[config.mk]
export PLATFORM = sky130hd
export DESIGN_NAME = par_ser_conv_32
export DESIGN_NICKNAME = d
export VERILOG_FILES = /design/src/rtl/par_ser_conv_32.sv
export SDC_FILE = /design/constraint.sdc
export NUM_CORES = 1
export LEC_CHECK = 0
export ABC_AREA = 1
export CAP_MARGIN = 20
export CORE_MARGIN = 1
export CORE_UTILIZATION = 50
export CTS_CLUSTER_SIZE = 12
export DETAILED_ROUTE_END_ITERATION = 10
export GPL_ROUTABILITY_DRIVEN = 0
export PLACE_DENSITY_LB_ADDON = 0.08
export SYNTH_ARGS = -nofsm -noshare
export SYNTH_HDL_FRONTEND = slang
export SYNTH_SLANG_ARGS = --single-unit
[constraint.sdc]
create_clock -name clk -period 2.1 [get_ports clk]
set_input_delay 0.42 -clock clk [delete_from_list [all_inputs] [get_ports clk]]
set_output_delay 0.42 -clock clk [all_outputs]
set_load 0.02 [all_outputs]
[src/rtl/par_ser_conv_32.sv]
// -----------------------------------------------------------------------------
// par_ser_conv_32
//
// Parallel-to-serial converter: the transmit end of the single-bit serial link.
// A WIDTH-bit word is taken through a ready/load handshake and shifted out one
// bit per clock, LSB first, with a bit-valid strobe. o_ser_out/o_ser_valid feed
// the data/enable inputs of the 32-bit serial-to-parallel converter. Words may
// stream back to back with no idle gap.
//
// State table:
//   S_IDLE  | no word in flight; ready high, ser_valid low, registers held
//   S_SHIFT | word in flight; cnt is the index of the bit now on o_ser_out
//
// Ports:
//   clk          in   1      clock, rising edge
//   rst          in   1      asynchronous active-high reset
//   i_data_in    in   WIDTH  parallel word, sampled only on an accepted load
//   i_load       in   1      word-valid request from the producer
//   o_ready      out  1      a load this cycle will be accepted
//   o_ser_out    out  1      serial bit (shift register bit 0)
//   o_ser_valid  out  1      o_ser_out carries a valid bit this cycle
//   o_last       out  1      the current valid bit is bit WIDTH-1 of the word
// -----------------------------------------------------------------------------
module par_ser_conv_32 #(
    parameter int WIDTH = 32,
    parameter int CNT_W = 5
) (
    input  logic             clk,
    input  logic             rst,
    input  logic [WIDTH-1:0] i_data_in,
    input  logic             i_load,
    output logic             o_ready,
    output logic             o_ser_out,
    output logic             o_ser_valid,
    output logic             o_last
);

    typedef enum logic {
        S_IDLE  = 1'b0,
        S_SHIFT = 1'b1
    } state_t;

    localparam logic [CNT_W-1:0] CNT_LAST = CNT_W'(WIDTH - 1);

    state_t             r_state;
    logic [WIDTH-1:0]   r_shreg;
    logic [CNT_W-1:0]   r_cnt;

    logic               w_cnt_last;
    logic               w_accept;

    assign w_cnt_last = (r_cnt == CNT_LAST);

    // Outputs are decoded straight from registers so the handshake is not
    // pipelined: ready during the last bit lets the next word follow seamlessly.
    assign o_ser_valid = (r_state == S_SHIFT);
    assign o_ready     = (r_state == S_IDLE) || ((r_state == S_SHIFT) && w_cnt_last);
    assign o_last      = o_ser_valid && w_cnt_last;
    assign o_ser_out   = r_shreg[0];

    assign w_accept    = i_load && o_ready;

    always_ff @(posedge clk or posedge rst) begin
        if (rst) begin
            r_state <= S_IDLE;
            r_shreg <= '0;
            r_cnt   <= '0;
        end else begin
            case (r_state)
                S_IDLE: begin
                    if (w_accept) begin
                        r_shreg <= i_data_in;
                        r_cnt   <= '0;
                        r_state <= S_SHIFT;
                    end
                end

                S_SHIFT: begin
                    if (!w_cnt_last) begin
                        // Mid-word: load is ignored, nothing is queued.
                        r_shreg <= {1'b0, r_shreg[WIDTH-1:1]};
                        r_cnt   <= r_cnt + CNT_W'(1);
                    end else if (w_accept) begin
                        r_shreg <= i_data_in;
                        r_cnt   <= '0;
                        r_state <= S_SHIFT;
                    end else begin
                        // Final shift empties the register so ser_out idles at 0.
                        r_shreg <= {1'b0, r_shreg[WIDTH-1:1]};
                        r_cnt   <= '0;
                        r_state <= S_IDLE;
                    end
                end

                default: begin
                    r_state <= S_IDLE;
                    r_shreg <= '0;
                    r_cnt   <= '0;
                end
            endcase
        end
    end

endmodule

Word-level counts from Yosys, hierarchy flattened
Index checks and enable logic that the tools add are counted.
{"block": "word_totals", "regBits": 38, "input_bits": 35, "output_inout_bits": 4, "wordCells": 20}
{"block": "classes", "addsub": 1, "n_eq_ne": 2, "muxes": 10, "bitwise_logic": 1, "reduce_logical": 3}
{"cell": "$mux W32", "count": 3}
{"cell": "$pmux W32 S2", "count": 1}
{"cell": "$mux W5", "count": 2}
{"cell": "$pmux W5 S2", "count": 1}
{"cell": "$add A5 B1 Y5 const B", "count": 1}
{"cell": "$eq A5 B5 Y1 const B", "count": 1}
{"cell": "$logic_and A1 B1 Y1", "count": 2}
{"cell": "$mux W1", "count": 2}
{"cell": "$ne A2 B2 Y1 const B", "count": 1}
{"cell": "$pmux W1 S2", "count": 1}
{"cell": "$logic_or A1 B1 Y1", "count": 1}
{"cell": "$not A1 Y1", "count": 1}

Longest topological paths before layout
{"block": "logic_depth", "depth_word": 7, "ltp_mapped": 11, "ltp_nobuf": 10}

Worst setup path before layout
No wires, ideal clock.
{"block": "synth_path", "path_type": "flip-flop to output port", "startpoint": "register r_cnt[0]", "endpoint": "output port o_ready", "arrival_ps": 1347, "required_ps": 1680, "slack_ps": 333, "path_stages_with_launch": 9, "cell_sequence": "dfrtp_1 ha_1 nand2_1 nor2_1 ha_1 inv_1 nand2_1 buf_6 buf_4"}
{"block": "synth_between", "elab_chain_len": 3}
{"item": "from (decl)", "line": "47", "source": "logic [CNT_W-1:0] r_cnt;"}
{"item": "from (signal assigned)", "line": "82", "source": "r_cnt <= r_cnt + CNT_W'(1);"}
{"item": "$eq A5 B5 Y1", "line": "52", "source": "assign w_cnt_last = (r_cnt == CNT_LAST);"}
{"item": "$logic_and A1 B1 Y1", "line": "57", "source": "assign o_ready = (r_state == S_IDLE) || ((r_state == S_SHIFT) && w_cnt_last);"}
{"item": "$logic_or A1 B1 Y1", "line": "57"}
{"item": "to (decl)", "line": "32", "source": "output logic o_ready,"}
No other way between the ends.

Worst setup path after layout
{"block": "layout_path", "startpoint": "register r_state, in the netlist o_ser_valid", "endpoint": "output port o_ser_valid"}
{"item": "from (decl)", "line": "45", "source": "state_t r_state;"}
{"item": "from (signal assigned)", "line": "65", "source": "r_state <= S_IDLE;"}
{"item": "from (signal assigned)", "line": "74", "source": "r_state <= S_SHIFT;"}
{"item": "from (signal assigned)", "line": "86", "source": "r_state <= S_SHIFT;"}
{"item": "to (decl)", "line": "34", "source": "output logic o_ser_valid,"}
No word-level cell between the ends.

==> Implementation_results.wiki <==
{| class="wikitable"
! Metric !! Value
|-
| Fin util || 0.6598
|-
| Max Buffers Root-to-Sink || 2
|-
| Hold crit path type || reg2reg
|-
| Worst min-delay path startpoint || r_shreg[17]
|-
| Run status || finished, final reports clean
|-
| Quantity of I/O buffers inserted on ports || 38
|-
| Die Height || 64.08 µm
|-
| TritonCTS Buffers || 5
|-
| Time the final worst path needs with I/O delays and setup || 1958 ps
|-
| Number of placed I/O pins || 39
|-
| Number of diodes || 0
|-
| Distinct cell type count of the synthesized netlist || 18
|-
| Crit path launch type || flip-flop
|-
| Netlist Area Pre-Place || 1927 µm²
|-
| Number of global-route vias before repair || 1,582
|-
| Endpoint of the worst register-to-register path || r_shreg[8]
|-
| Final setup violation count || 0
|-
| Maximum clock skew at final layout || 7.969 ps
|-
| Post-layout net count || 320
|-
| Pwr dens || 1116 nW/µm²
|-
| FF-to-FF Start || r_cnt[1]
|-
| CP arrival || 1540 ps
|-
| Number of maximum-capacitance constraint violations || 0
|-
| Category of the critical setup timing path || reg2out
|-
| Setup Total Neg Slack || 0 ps
|-
| Critical Path End Type || output pin
|-
| Commonest cells after routing, fill and taps aside || sky130_fd_sc_hd__nand2_1, sky130_fd_sc_hd__dfrtp_1, sky130_fd_sc_hd__clkdlybuf4s50_1
|-
| Pin count of the biggest net entering global routing || 39
|-
| Average size of a mapped cell || 7.962 µm²
|-
| Most common library cell in the layout ignoring fill and taps || sky130_fd_sc_hd__nand2_1
|-
| Critical Path Sink || o_ser_valid
|-
| Number of instances in the synthesized netlist || 242
|-
| Peak fanout along the critical path || 7
|-
| CP startpoint || o_ser_valid
|-
| Largest vdd supply drop || 0.6360 mV
|-
| Number of storage elements in the synthesis netlist || 38
|-
| Number of hold violations in the final report || 0
|-
| Worst-skew pair later-pin latency || 290 ps
|-
| Fraction of the yosys area taken by sequential cells || 0.4935
|-
| Share of the clock period used by the worst path || 0.9324
|-
| Area of the die || 4106 µm²
|-
| Sum of overflow across all layers after global routing || 0
|-
| Placeable core region || 3689 µm²
|-
| Maximum clock rate || 0.5107 GHz
|-
| CTS tree || built
|-
| CTS root buffer || sky130_fd_sc_hd__clkbuf_8
|-
| Total vias in the final route || 1,681
|-
| Initial DRC Count || 115
|-
| Setup repair after global routing missed its margin || no
|-
| Yosys warnings || 0
|-
| Post-detailed-routing wire length || 3972 µm
|-
| Level count of the clock H-tree || 2
|-
| Number of buffers added for setup after CTS || 0
|-
| Ratio of cells with drive above 1 in the final layout || 0.08451
|-
| Antenna violations before repair || 0
|-
| Transition time at the pin with the least slew margin || 484.5 ps
|-
| Layout fillers || 342
|-
| Minimum setup slack among reg-to-reg paths || 190 ps
|-
| First-pass GRT wire length || 6941 µm
|-
| Initial Util || 0.5224
|-
| Cells along the critical path || buf_4, clkdlybuf4s50_1
|-
| Antenna-violating nets left || 0
|-
| Critical Path Max Stage Delay || 600 ps
|-
| GRT Resource Usage Total || 0.2204
|-
| Chip width || 64.08 µm
|-
| Max stage delay cell, worst path || sky130_fd_sc_hd__clkdlybuf4s50_1
|-
| Clock Sinks || 38
|-
| Growth of design area from synthesis to finish || 26.30%
|-
| Clock slew at reported path FFs || 70 ps
|-
| Estimated wirelength of the detail-placed design || 2661 µm
|-
| Std cell rows || 22
|-
| Path depth of the worst reg2reg path || 11
|-
| Max Transition Viols Final || 0
|-
| Overall power after layout || 2716 µW
|-
| Pre-antenna DRT Iters || 4
|-
| Via density || 5.063
|-
| Remaining design rule violation count || 0
|-
| Leakage power total || 0.001245 µW
|-
| Required time of the worst setup path || 1680 ps
|-
| Routed length per instance || 11.96 µm
|-
| Synthesized net count || 279
|-
| Slew margin rel. || 0.6770
|-
| Number of buffers inserted by hold repair at cts || 0
|}
-- final cells by class --
class | instances | area, µm² | share of cell area
Sequential cell | 38 | 950.9 | 0.3907
Multi-Input combinational cell | 184 | 844.6 | 0.3470
Timing Repair Buffer | 48 | 445.4 | 0.1830
Clock buffer | 8 | 110.1 | 0.04524
Tap cell | 48 | 60.06 | 0.02468
Inverter | 6 | 22.52 | 0.009255
-- layer usage --
metal  part of all wire  vias to the layer above  routed length, µm  global-route usage
met4              0.017                        0                 68             0.08523
met2               0.46                       36               1826              0.3551
li1                   -                      854                  -                   -
met1               0.48                      784               1915              0.2887
met3              0.041                        7                161             0.04821
met5                  0                        -                  0                   0
-- through the flow --
step	area [µm²]	std cells	hold WS [ps]	worst slack (ps)
finish	2434	332	479.5	142.0
global route	2434	332	501.2	14.85
CTS	2441	332	483.0	2.654
detailed placement	2333	324	464.7	70.38
global placement	2333	324	460.9	110.6
floorplan	1927	242	448.7	332.8
-- state kept, by name, summed over array words and instances (netlist names) --
register     flops
r_shreg         32
o_ser_valid      1
r_cnt            5
-- timing repair --
action / CTS / global route
endpoints found under the hold margin: 0 / 0
resized for setup: 2 / 4
setup endpoints to repair: 2 / 2
cloned: 0 / 0
-- cell families after synthesis --
logic type	after synthesis	share of synthesized area
and+or+nand+nor	178	0.4110
buffers and inverters	20	0.06817
adders and majority gates	2	0.01298
DFF	38	0.4935
AOI/OAI and AO/OA	4	0.01428
-- power by group --
part / switching (µW) / internal, µW
sequential: 169 / 1030
combinational: 514 / 413
clock: 255 / 331
-- worst min-delay path by stage --
| stage | cells after the start | endpoint |
|---|---|---|
| global placement | 2 | r_shreg[1] |
| floorplan | 2 | r_shreg[1] |
| detailed placement | 2 | r_shreg[2] |
| finish | 2 | r_shreg[16] |
| CTS | 2 | r_shreg[16] |
| global route | 2 | r_shreg[5] |
-- synthesized netlist by cell type --
cell type | count | area, µm²
sky130_fd_sc_hd__buf_2 | 3 | 15.01
sky130_fd_sc_hd__nand2_4 | 1 | 11.26
sky130_fd_sc_hd__o21ai_1 | 1 | 5.000
sky130_fd_sc_hd__a21oi_1 | 1 | 5.000
sky130_fd_sc_hd__nand2_1 | 122 | 457.9
sky130_fd_sc_hd__buf_1 | 1 | 3.750
sky130_fd_sc_hd__ha_1 | 2 | 25.02
sky130_fd_sc_hd__nand3b_1 | 16 | 120.1
sky130_fd_sc_hd__dfrtp_1 | 38 | 950.9
sky130_fd_sc_hd__nand4_1 | 1 | 6.260
sky130_fd_sc_hd__nand3_1 | 33 | 165.2
sky130_fd_sc_hd__buf_6 | 4 | 45.04
sky130_fd_sc_hd__buf_4 | 6 | 45.04
sky130_fd_sc_hd__inv_1 | 6 | 22.52
sky130_fd_sc_hd__nor2_4 | 1 | 11.26
sky130_fd_sc_hd__a22o_1 | 2 | 17.52
sky130_fd_sc_hd__nor2_1 | 2 | 7.510
sky130_fd_sc_hd__nand2_2 | 2 | 12.51
-- critical path: cells and delay by family, from the launching register on --
family                 cells  cell delay [ps]
buffers and inverters      2              790
DFF                        1              460
(Power assumes the default switching activity.)
